[src/rtl/cond_status_unit.sv]
// Condition/status unit: architectural {Z,C,N,V} flags, ID-stage condition
// check with optional EXE->ID flag bypass, and a saturating squash counter.
module cond_status_unit #(
  parameter int BYPASS = 1,
  parameter int CNT_W  = 16
) (
  input  logic             clk,
  input  logic             rst,
  input  logic [3:0]       status_in,
  input  logic             s_update,
  input  logic             exe_valid,
  input  logic [3:0]       cond,
  input  logic             id_valid,
  input  logic             stall,
  input  logic             flush,
  output logic [3:0]       status_reg,
  output logic             c_out,
  output logic             cond_ok,
  output logic             exe_cond_pass,
  output logic [CNT_W-1:0] skip_cnt
);

  localparam logic [3:0] COND_EQ = 4'b0000;
  localparam logic [3:0] COND_NE = 4'b0001;
  localparam logic [3:0] COND_CS = 4'b0010;
  localparam logic [3:0] COND_CC = 4'b0011;
  localparam logic [3:0] COND_MI = 4'b0100;
  localparam logic [3:0] COND_PL = 4'b0101;
  localparam logic [3:0] COND_VS = 4'b0110;
  localparam logic [3:0] COND_VC = 4'b0111;
  localparam logic [3:0] COND_HI = 4'b1000;
  localparam logic [3:0] COND_LS = 4'b1001;
  localparam logic [3:0] COND_GE = 4'b1010;
  localparam logic [3:0] COND_LT = 4'b1011;
  localparam logic [3:0] COND_GT = 4'b1100;
  localparam logic [3:0] COND_LE = 4'b1101;
  localparam logic [3:0] COND_AL = 4'b1110;

  localparam logic [CNT_W-1:0] CNT_ONE = {{(CNT_W-1){1'b0}}, 1'b1};
  localparam logic [CNT_W-1:0] CNT_MAX = {CNT_W{1'b1}};

  logic [3:0]       r_status;
  logic             r_pass;
  logic [CNT_W-1:0] r_skip;

  logic             w_flag_wr;
  logic [3:0]       w_flags;
  logic             w_z, w_c, w_n, w_v;
  logic             w_cond_ok;
  logic             w_advance;
  logic             w_skip_inc;

  assign w_flag_wr = exe_valid & s_update;

  // Flags being written this cycle are visible to the ID check only when bypassing.
  assign w_flags = ((BYPASS != 0) && w_flag_wr) ? status_in : r_status;

  assign w_z = w_flags[3];
  assign w_c = w_flags[2];
  assign w_n = w_flags[1];
  assign w_v = w_flags[0];

  always_comb begin
    w_cond_ok = 1'b0;
    case (cond)
      COND_EQ: w_cond_ok = w_z;
      COND_NE: w_cond_ok = ~w_z;
      COND_CS: w_cond_ok = w_c;
      COND_CC: w_cond_ok = ~w_c;
      COND_MI: w_cond_ok = w_n;
      COND_PL: w_cond_ok = ~w_n;
      COND_VS: w_cond_ok = w_v;
      COND_VC: w_cond_ok = ~w_v;
      COND_HI: w_cond_ok = w_c & ~w_z;
      COND_LS: w_cond_ok = ~w_c | w_z;
      COND_GE: w_cond_ok = (w_n == w_v);
      COND_LT: w_cond_ok = (w_n != w_v);
      COND_GT: w_cond_ok = ~w_z & (w_n == w_v);
      COND_LE: w_cond_ok = w_z | (w_n != w_v);
      COND_AL: w_cond_ok = 1'b1;
      default: w_cond_ok = 1'b0;
    endcase
  end

  assign w_advance  = ~flush & ~stall;
  assign w_skip_inc = w_advance & id_valid & ~w_cond_ok;

  // Flag write is independent of stall/flush: it belongs to the EXE instruction.
  always_ff @(posedge clk or negedge rst) begin
    if (!rst) begin
      r_status <= 4'b0000;
    end else if (w_flag_wr) begin
      r_status <= status_in;
    end
  end

  always_ff @(posedge clk or negedge rst) begin
    if (!rst) begin
      r_pass <= 1'b0;
    end else if (flush) begin
      r_pass <= 1'b0;
    end else if (!stall) begin
      r_pass <= id_valid & w_cond_ok;
    end
  end

  always_ff @(posedge clk or negedge rst) begin
    if (!rst) begin
      r_skip <= '0;
    end else if (w_skip_inc && (r_skip != CNT_MAX)) begin
      r_skip <= r_skip + CNT_ONE;
    end
  end

  assign status_reg    = r_status;
  assign c_out         = r_status[2];
  assign cond_ok       = w_cond_ok;
  assign exe_cond_pass = r_pass;
  assign skip_cnt      = r_skip;

endmodule

[config.mk]
export PLATFORM = sky130hd
export DESIGN_NAME = cond_status_unit
export DESIGN_NICKNAME = d
export VERILOG_FILES = /design/src/rtl/cond_status_unit.sv
export SDC_FILE = /design/constraint.sdc
export NUM_CORES = 1
export LEC_CHECK = 0
export BUFFER_PORTS_ARGS = -buffer_cell sky130_fd_sc_hd__buf_2
export CORE_MARGIN = 2
export CORE_UTILIZATION = 53
export DETAILED_ROUTE_END_ITERATION = 10
export PLACE_DENSITY = 0.8
export SLEW_MARGIN = 20
export SYNTH_ARGS = -nofsm -noshare
export SYNTH_HDL_FRONTEND = slang
export SYNTH_SLANG_ARGS = --single-unit
[constraint.sdc]
create_clock -name clk -period 2.8 [get_ports clk]
set_clock_uncertainty 0.2 [all_clocks]
set_input_delay 0.56 -clock clk [delete_from_list [all_inputs] [get_ports clk]]
set_output_delay 0.56 -clock clk [all_outputs]
set_load 0.01 [all_outputs]
# Yosys cells after proc, flatten, opt, wreduce, memory -nomap -nowiden
# Cells that the tools add are included.
word_totals:
  elab_cells: 44
  register_bits: 21
  output_inout_bits: 23
  inputBits: 15
op_classes:
  n_addsub: 1
  bitwise: 16
  eq_ne: 18
  reduce_logical: 2
  n_mux: 4
op_table:
  columns: ["operator", "n"]
  rows:
  - ["4-bit equality test, second input constant", 7]
  - ["16-bit by 1-bit adder with 16-bit output, second input constant", 1]
  - ["4-bit by 3-bit equality test with 1-bit output, second input constant", 4]
  - ["16-bit != test, second input constant", 1]
  - ["1-bit one-hot mux with 15 select lines", 1]
  - ["4-bit by 2-bit equality test with 1-bit output, second input constant", 2]
  - ["1-bit bitwise AND", 7]
  - ["1-bit NOT", 7]
  - ["4-bit by 1-bit equality test with 1-bit output, second input constant", 1]
  - ["4-bit zero test", 1]
  - ["4-bit two-way mux", 1]
  - ["1-bit two-way mux", 2]
  - ["2-bit by 1-bit != test with 1-bit output, second input constant", 1]
  - ["1-bit bitwise OR", 2]
  - ["1-bit equality test", 1]
  - ["1-bit logical AND", 1]
  - ["1-bit != test", 1]

# Logic depth before layout (Yosys ltp)
# Gate-level depths: netlist of the first run.
logic_depth:
  depth_word: 8
  depth_mapped: 8
  mapped_depth_nobuf: 7

# Worst setup path after synthesis of the first run
# OpenSTA, ideal clock, no wires.
synth_path:
  path_type: "in2out"
  from: "in cond[1]"
  to: "out cond_ok"
  path_buffers: 1
  slack_ps: 218
  t_required_ps: 2040
  arrival_time_ps: 1822
  stages: 6
  path_cell_list: "buf_4 -> or4b_2 -> a21o_1 -> o2111ai_4 -> nor3_4 -> nand2_1"
synth_via:
  elab_chain_cells: 2
  word_cells_on_any_way: 16
  classes_between: "14 x eq/ne; 1 x mux; 1 x reduce/logical"
synth_rtl:
  columns: ["element", "line", "rtl"]
  rows:
  - ["start: declaration", "12", "input logic [3:0] cond,"]
  - ["4-bit equality test (tied with other cells)", "65", "case (cond)"]
  - ["1-bit one-hot mux with 15 select lines *", "65", null]
  - ["end: declaration", "18", "output logic cond_ok,"]
# Every way passes the cells marked *; elsewhere a longest branch is shown, timed or not.

# Final worst setup path of the first run
layout_path:
  from: "in exe_valid"
  to: "out cond_ok"
layout_via:
  elab_chain_cells: 5
  word_cells_on_any_way: 13
  classes_between: "2 x eq/ne; 2 x mux; 9 x bitwise"
layout_rtl:
  columns: ["element", "line", "rtl"]
  rows:
  - ["start: declaration", "11", "input logic exe_valid,"]
  - ["1-bit bitwise AND *", "53", "assign w_flag_wr = exe_valid & s_update;"]
  - ["4-bit two-way mux *", null, null]
  - ["1-bit != test (tied with other cells)", "77, 79", null]
  - ["1-bit bitwise OR (tied with other cells)", "79", "COND_LE: w_cond_ok = w_z | (w_n != w_v);"]
  - ["1-bit one-hot mux with 15 select lines *", "65", null]
# Marked as above.

==> results of run 1 <==
-- synthesized netlist by cell type, types with 2 or more instances --
library cell | instances | share of area (%)
a31oi_1 | 2 | 0.83
and3_1 | 6 | 2.5
buf_2 | 2 | 0.66
buf_4 | 3 | 1.5
buf_6 | 3 | 2.2
dfrtp_1 | 21 | 35
inv_1 | 4 | 0.99
nand2_1 | 10 | 2.5
nand2_2 | 2 | 0.83
nand3_1 | 15 | 5.0
nand3_2 | 2 | 1.3
nand3b_1 | 2 | 0.99
nand4_1 | 12 | 5.0
nor2_1 | 8 | 2.0
nor3b_1 | 2 | 0.99
o21ai_0 | 2 | 0.66
or2_2 | 2 | 0.83
or2b_1 | 2 | 0.99
or4_1 | 3 | 1.5
xnor2_1 | 14 | 8.1
xor2_1 | 2 | 1.2
-- power by group through the flow --
stage / logic (W) / registers [W] / clock network (W)
final: 0.000268 / 0.000388 / 0.000148
after global routing: 0.000296 / 0.000396 / 0.000165
after CTS: 0.000270 / 0.000388 / 0.000151
after detailed placement: 0.000266 / 0.000394 / 0
after global placement: 0.000258 / 0.000391 / 0
after floorplan: 0.000160 / 0.000403 / 0
-- cell families after synthesis --
family	count (synthesis)	synth area share, %
and+or+nand+nor	78	32.6
muxes	3	2.40
buffers and inverters	12	5.38
DFF	21	34.8
adders and majority gates	1	0.828
AOI/OAI and AO/OA	21	14.7
xor gates and xnor gates	16	9.28
-- what timing repair did --
item,in CTS,in global routing
hold buffers,1,0
setup endpoints to repair,0,1
gates resized for setup,0,2
hold endpoints to repair,10,0
-- routing by layer --
metal / share of wire (%) / wire, um / GRT usage (%)
met2: 50 / 1740 / 39.0
met5: 0 / 0 / 0
met1: 42 / 1450 / 28.2
met3: 4.5 / 153 / 3.17
met4: 2.7 / 94 / 9.97
-- worst max path at each step --
| stage | start | endpoint | slack [ns] |
|---|---|---|---|
| after floorplan | cond[1] | cond_ok | 0.22 |
| after CTS | exe_valid | cond_ok | 0.07 |
| final | exe_valid | cond_ok | 0.09 |
| after global routing | exe_valid | cond_ok | 0.02 |
| after global placement | exe_valid | cond_ok | 0.11 |
| after detailed placement | exe_valid | cond_ok | 0.08 |
-- final cells by class --
cell class                 instances  area [um^2]
multi-input combinational        119          907
clock buffer                       4         26.3
sequential                        21          526
tap                               31         38.8
timing repair buffer              47          263
fill                             241          958
inverter                           4         15.0
-- through the flow --
step,worst slack [ns],instance area (um^2),std cells
detailed placement,0.0799,1740,221
global placement,0.113,1740,221
CTS,0.0660,1770,226
finish,0.0925,1780,226
floorplan,0.218,1510,152
global route,0.0165,1780,226
-- critical path, stage by stage --
cell and delay, ns:
buf_2 0.17, and3_4 0.20, or4_1 0.50, a21oi_2 0.24, nor3_4 0.06, nand2_1 0.08, buf_2 0.13
==> key figures, run 1 <==
Synth
  • Most used DFF post-synth: dfrtp_1
  • Number of synthesized register bits: 21
  • Netlist cell types: 54
  • Mapped Nets: 168
  • YS warnings: 0
  • Asr flop ratio synth: 100%
  • Sequential share of the synthesized area: 34.8%
  • Syn Area/Cell: 9.94 um^2
  • Post-Synthesis Cells: 152
  • Mapped Area: 1510 um^2
  • EDFF count, synth: 0

Clock network
  • CTS root buf: clkbuf_4
  • Post-CTS setup buffer count: 0
  • Clock transition at path regs: 0.12 ns
  • Clk sinks: 21
  • TritonCTS clock tree: built
  • Clk_lat worst skew: 0.31 ns
  • Longest Clk Path Bufs: 2
  • CTS Buf Count: 3
  • # H-tree levels: 1

Power
  • Sequential Power Share: 48.2%
  • Worst IR Drop VDD: 0.000445 V
  • Total power: 0.000804 W
  • Leak: 0.823 nW
  • Pwr Density: 453 nW/um^2
  • Clk network pwr share: 18.5%
  • Power Internal: 0.000520 W
  • Comb pwr share: 33.3%
  • Switch share: 35.4%
  • Switching pwr: 0.000284 W

Worst setup path
  • Critical path data required time: 2.04 ns
  • Reg2reg path depth: 7
  • Worst-path fanout max: 12
  • R2r setup slk: 0.54 ns
  • Crit. End Element: output pin
  • Critical R2R Launch: status_reg[1]
  • Crit start category: primary input
  • WS Path Type: primary input to output pin
  • CP arrival: 1.95 ns
  • FF-to-FF End: skip_cnt[12]

Final layout
  • Max reg flops: 16
  • Post-layout util: 64.9%
  • Antenna fix cells: 0
  • Commonest non-fill, non-tap cell in the layout: buf_2
  • Most frequent cells in the layout: buf_2 (37), dfrtp_1 (21), nand3_1 (15), xnor2_1 (14), nand4_1 (12)
  • Area grow syn2layout: 17.6%
  • Layout cell share with drive strength beyond 1: 35.4%
  • Nets: 212

Floorplan
  • Die extent in y: 57.4 um
  • Die area: 3290 um^2
  • Std-Cell Rows: 19
  • Die W: 57.4 um
  • Core Area: 2730 um^2
  • Initial core utilization: 55.2%
  • # IOs: 38

STA
  • Final count of hold timing violations: 0
  • Slew margin rel.: 69.4%
  • TNS Setup: 0 ns
  • Worst slew pin tran: 0.459 ns
  • Post-route minimum period: 2.71 ns
  • Period utilization: 96.7%
  • Max-slew violations: 0
  • Highest Clock Rate: 369 MHz
  • RSZ-0062 raised after global routing: no
  • Final hold slack: 0.215 ns
  • Final Setup Violations: 0

Global route
  • Pin count of the biggest net entering global routing: 22
  • Gr ovfl total: 0
  • Initial antenna violation count: 0
  • First-pass GRT wire length: 5860 um
  • GRT Total Usage: 22.7%
  • Vias in the first global route: 1316

Routing
  • WL/cell: 15.2 um
  • Post-route ant nets: 0
  • Routed vias: 1365
  • Routed WL: 3440 um
  • Post-detailed-route DRC marker count: 0
  • DRT Pass-1 Iters: 4
  • Vias per cell: 6.04
  • DRT iter0 DRCs: 55

Hold path
  • Hold Path Class: primary input to flop
  • WHS Endpoint: exe_cond_pass
  • Cell count of the worst hold path: 2
  • Min-delay src: flush

Flow run
  • MaxCap Viol Count: 0

Outcome
  • Status: completed

Placed design
  • RePlAce Congestion: 0.949
  • IO buf count: 37
  • DP HPWL: 2720 um
No activity file was read; power rests on OpenSTA's default activity.
==> run 2: changes to the inputs <==
Settings changed: RECOVER_POWER set to 100, SLEW_MARGIN 20 to not set.
==> key figures, run 2 (synthesis gave the netlist of run 1 again) <==
Clock network
  • Post-CTS setup buffer count: 0
  • Clk sinks: 21
  • # H-tree levels: 1
  • CTS root buf: clkbuf_4
  • Longest Clk Path Bufs: 2
  • Clk_lat worst skew: 0.31 ns
  • CTS Buf Count: 3
  • TritonCTS clock tree: built
  • Clock transition at path regs: 0.12 ns

Final layout
  • Commonest non-fill, non-tap cell in the layout: clkbuf_1
  • Max reg flops: 16
  • Fillers: 263
  • Layout cell share with drive strength beyond 1: 20.5%
  • Most frequent cells in the layout: clkbuf_1 (26), dfrtp_1 (21), nand3_1 (15), xnor2_1 (14), buf_2 (13)
  • Area grow syn2layout: 13.3%
  • Nets: 212
  • Antenna fix cells: 0
  • Final Cell Area: 1710 um^2

Worst setup path
  • CP top delay family: simple AND/OR/NAND/NOR gates
  • WS Path Type: primary input to output pin
  • Max stage delay on crit path: 0.60 ns
  • Worst-path fanout max: 10
  • Crit. End Element: output pin
  • Reg2reg path depth: 7
  • Crit path max-delay cell type: or4b_2
  • Worst setup path startpoint: cond[1]
  • FF-to-FF End: skip_cnt[1]
  • CP arrival: 1.95 ns
  • Crit start category: primary input
  • R2r setup slk: 0.25 ns
  • WP buf/inv: 2
  • Critical R2R Launch: status_reg[1]
  • Critical path data required time: 2.04 ns
  • Worst path cell trace: buf_2, or4b_2, a21o_1, o2111ai_4, nor3_4, nand2_1, clkbuf_2

Power
  • Pwr Density: 456 nW/um^2
  • Leak: 0.718 nW
  • Worst IR Drop VDD: 0.000427 V

Placed design
  • DP HPWL: 2720 um
  • IO buf count: 37
  • Dpl cell area: 1740 um^2
  • RePlAce Congestion: 0.949

STA
  • Worst slew pin tran: 1.10 ns
  • Final count of hold timing violations: 0
  • TNS Setup: 0 ns
  • Highest Clock Rate: 370 MHz
  • Period utilization: 96.6%
  • Post-route minimum period: 2.71 ns
  • RSZ-0062 raised after global routing: no
  • Max-slew violations: 0
  • Slew margin rel.: 26.4%
  • Final Setup Violations: 0

Global route
  • GRT Total Usage: 22.7%
  • Vias in the first global route: 1316
  • Initial antenna violation count: 0
  • Pin count of the biggest net entering global routing: 22
  • Gr ovfl total: 0
  • First-pass GRT wire length: 5860 um

Hold path
  • Cell count of the worst hold path: 2
  • WHS Endpoint: exe_cond_pass
  • Min-delay src: flush
  • Hold Path Class: primary input to flop

Routing
  • DRT Pass-1 Iters: 4
  • Post-route ant nets: 0
  • Routed vias: 1377
  • WL/cell: 15.4 um
  • Routed WL: 3490 um
  • DRT iter0 DRCs: 56
  • Vias per cell: 6.09
  • Post-detailed-route DRC marker count: 0

Floorplan
  • Die W: 57.4 um
  • Die extent in y: 57.4 um
  • Initial core utilization: 55.2%
  • Core Area: 2730 um^2
  • # IOs: 38
  • Std-Cell Rows: 19
  • Die area: 3290 um^2

Outcome
  • Status: completed

Flow run
  • MaxCap Viol Count: 0
[run 2: cell count changes in the layout (fill, tap and decap cells not counted)]
cell,before,now
clkbuf_1,1,26
buf_2,37,13
buf_4,9,7
a21boi_0,0,1
a21boi_1,2,1
clkbuf_2,0,1
mux2_1,1,2
mux2_4,1,0
nand2_1,10,11
nand2_2,2,1
nor4_1,0,1
nor4_4,1,0
o221ai_1,0,1
o221ai_2,1,0
[run 2: layout make-up]
cell class              count  area, um^2  area share, %
well taps                  31        38.8           2.27
repair buffers             47         226           13.2
inverters                   4        15.0          0.877
multi-input cells         119         880           51.4
clock buffers               4        26.3           1.54
flip-flops and latches     21         526           30.7
[run 2: worst max path at each step]
stage               endpoint  slack [ns]  depth (start not counted)
finish               cond_ok        0.09                          7
global route         cond_ok        0.01                          7
CTS                  cond_ok        0.07                          7
detailed placement   cond_ok        0.08                          7
global placement     cond_ok        0.11                          7
floorplan            cond_ok        0.22                          6
[run 2: stage by stage]
stage	hold slack [ns]	utilization [%]	total power [W]	cells	worst slack (ns)
floorplan	0.0644	-	0.000563	152	0.218
global placement	0.285	63.5	0.000648	221	0.113
global route	0.219	62.6	0.000832	226	0.0111
finish	0.215	62.6	0.000781	226	0.0940
CTS	0.214	64.8	0.000808	226	0.0660
detailed placement	0.299	63.5	0.000659	221	0.0799
[run 2: what timing repair did]
action                     4_1_cts  5_1_grt
setup endpoints to repair        0        1
hold endpoints to repair        10        0
resized for setup                0        2
hold buffers                     1        0
[run 2: power breakdown]
group | internal (W) | switching [W] | leakage [nW]
sequential | 0.000339 | 0.0000504 | 0.281
clock | 0.0000557 | 0.0000933 | 0.0150
combinational | 0.000105 | 0.000138 | 0.422
[run 2: metal layers]
layer | global-route usage, % | up-vias | routed length (um)
met4 | 9.97 | 0 | 97
met5 | 0 | - | 0
li1 | - | 649 | -
met2 | 39.0 | 47 | 1740
met3 | 3.17 | 11 | 135
met1 | 28.2 | 670 | 1520
[run 2: worst reg2reg max path: stages, from the launching register on]
cell and delay (ns):
dfrtp_1 0.43, a21bo_2 0.23, a2111o_1 0.17, o2111ai_4 0.12
clkbuf_1 0.16, nor4_1 0.63, nand2_2 0.15, mux2_1 0.34
==> run 3: changes to the inputs <==
Settings changed: ABC_AREA set to 1, CORE_UTILIZATION 53 to 54.
Clock period 2.8 ns to 2.9 ns, I/O delays scaled along.
==> key figures, run 3 <==
Synth
  • Largest area contributor in the netlist: dfrtp_1
  • Mapped Nets: 247
  • Mapped Area: 1650 um^2
  • Most used DFF post-synth: dfrtp_1
  • Sequential share of the synthesized area: 31.8%
  • Netlist cell types: 25
  • Number of synthesized register bits: 21
  • Asr flop ratio synth: 100%
  • Top cell type's share of synthesized area: 31.8%
  • EDFF count, synth: 0
  • YS warnings: 0
  • Post-synth top cells: nand2_1 (72), inv_1 (24), nand3_1 (23)
  • Syn Area/Cell: 7.16 um^2
  • Ranking of synthesized cells by area: dfrtp_1 (32%), nand2_1 (16%), nand3_1 (7.0%)
  • Post-Synthesis Cells: 231
  • Most common cell in the synthesized netlist: nand2_1

Routing
  • Routed WL: 3700 um
  • Post-route ant nets: 0
  • Post-detailed-route DRC marker count: 0
  • WL/cell: 12.3 um
  • DRT iter0 DRCs: 84
  • Routed vias: 1580
  • Vias per cell: 5.25
  • DRT Pass-1 Iters: 5

STA
  • Post-route minimum period: 2.58 ns
  • Worst slew pin tran: 1.18 ns
  • Final hold slack: 0.276 ns
  • TNS Setup: 0 ns
  • Slew margin rel.: 21.1%
  • RSZ-0062 raised after global routing: no
  • Period utilization: 89.1%
  • Final Setup Violations: 0
  • Highest Clock Rate: 387 MHz
  • Max-slew violations: 0
  • Final count of hold timing violations: 0

Global route
  • First-pass GRT wire length: 5990 um
  • GRT Total Usage: 22.1%
  • Initial antenna violation count: 0
  • Pin count of the biggest net entering global routing: 22
  • Gr ovfl total: 0
  • Vias in the first global route: 1391

Clock network
  • Clock transition at path regs: 0.12 ns
  • Longest Clk Path Bufs: 2
  • Clk_lat worst skew: 0.31 ns
  • Post-CTS setup buffer count: 0
  • Clk sinks: 21
  • CTS Buf Count: 3
  • Hold-fix buffers at CTS: 0
  • CTS root buf: clkbuf_4
  • TritonCTS clock tree: built
  • # H-tree levels: 1
  • Post_cts resized: 0

Hold path
  • Hold Path Class: primary input to async pin

Worst setup path
  • CP arrival: 1.80 ns
  • Critical path data required time: 2.12 ns
  • Worst-path fanout max: 8
  • Crit. End Element: output pin
  • Crit start category: primary input
  • Max stage delay on crit path: 0.22 ns
  • WS Path Type: primary input to output pin
  • Reg2reg path depth: 12
  • R2r setup slk: 0.60 ns
  • FF-to-FF End: skip_cnt[1]
  • Crit path max-delay cell type: buf_2
  • Critical R2R Launch: status_reg[0]
  • Worst path cell trace: buf_2, nand2_8, nand2_1, nand2_4, nand2_4, nand3_1, nand2_1, nand3_2, nor2_1, inv_1, clkbuf_1

Placed design
  • Dpl cell area: 1840 um^2
  • RePlAce Congestion: 0.954
  • IO buf count: 37
  • DP HPWL: 2800 um

Floorplan
  • Core Area: 2980 um^2
  • Initial core utilization: 55.5%
  • Die W: 59.3 um
  • Die area: 3520 um^2
  • Std-Cell Rows: 20
  • # IOs: 38
  • Die extent in y: 59.3 um

Final layout
  • Antenna fix cells: 0
  • Area grow syn2layout: 9.76%
  • Commonest non-fill, non-tap cell in the layout: nand2_1
  • Nets: 285
  • Most frequent cells in the layout: nand2_1 (74), clkbuf_1 (26), inv_1 (24), nand3_1 (24), nor2_1 (23)
  • Post-layout util: 61.0%
  • Final Cell Area: 1820 um^2
  • Max reg flops: 16
  • Layout cell share with drive strength beyond 1: 13.8%

Power
  • Worst IR Drop VDD: 0.000420 V
  • Leak: 0.958 nW
  • Pwr Density: 413 nW/um^2

Flow run
  • MaxCap Viol Count: 0

Outcome
  • Status: completed
run 3: changes by cell type in the layout (fill, tap and decap cells not counted), sizes merged, moves of 8 or more:
cell and change:
xnor2 -8, inv +20, and3 -8, nand3 +12, nor2 +16, nand2 +73
run 3: cell type report:
| type | count | area, um^2 |
|---|---|---|
| fillers | 292 | 1160 |
| multi-input cells | 178 | 955 |
| repair buffers | 40 | 174 |
| flip-flops and latches | 21 | 526 |
| clock buffers | 4 | 26.3 |
| well taps | 33 | 41.3 |
| inverters | 25 | 93.8 |
run 3: worst max-delay path by stage:
| stage | cells after the start | endpoint | from | slack, ns |
|---|---|---|---|---|
| 5_1_grt | 11 | cond_ok | exe_valid | 0.15 |
| 4_1_cts | 11 | cond_ok | exe_valid | 0.40 |
| 3_5_place_dp | 11 | cond_ok | s_update | 0.40 |
| 2_1_floorplan | 12 | cond_ok | exe_valid | 0.50 |
| 6_report | 11 | cond_ok | exe_valid | 0.32 |
| 3_3_place_gp | 11 | cond_ok | s_update | 0.44 |
run 3: report_power, final:
part,switching [W],internal [W]
Sequential,0.0000439,0.000324
Combinational,0.000153,0.0000834
Clock,0.0000916,0.0000537
Total,0.000289,0.000461
run 3: cells by family (layout without fill, tap and decap cells):
group | after synthesis | in the layout | share of synthesized area, %
AO/OA/AOI/OAI | 2 | 2 | 0.605
XOR/XNOR | 12 | 12 | 6.35
adder cells (fa/ha/maj) | 1 | 1 | 0.756
buffers and inverters | 32 | 69 | 9.46
flip-flops | 21 | 21 | 31.8
AND/OR/NAND/NOR | 163 | 163 | 51.1
run 3: worst max-delay path, delay by kind of cell:
kind	cells	cell delay [ns]
buffers and inverters	3	0.39
AND/OR/NAND/NOR	8	0.83
run 3: metal layers:
metal | wire [um] | track usage (%)
met3 | 187 | 3.93
met5 | 0 | 0
met1 | 1730 | 30.9
met2 | 1760 | 36.4
met4 | 21 | 3.57
run 3: metrics by stage:
step | total power (W) | worst slack (ns) | std cells
2_1_floorplan | 0.000542 | 0.496 | 231
4_1_cts | 0.000769 | 0.401 | 301
3_3_place_gp | 0.000617 | 0.439 | 297
5_1_grt | 0.000797 | 0.152 | 301
6_report | 0.000750 | 0.316 | 301
3_5_place_dp | 0.000627 | 0.402 | 297
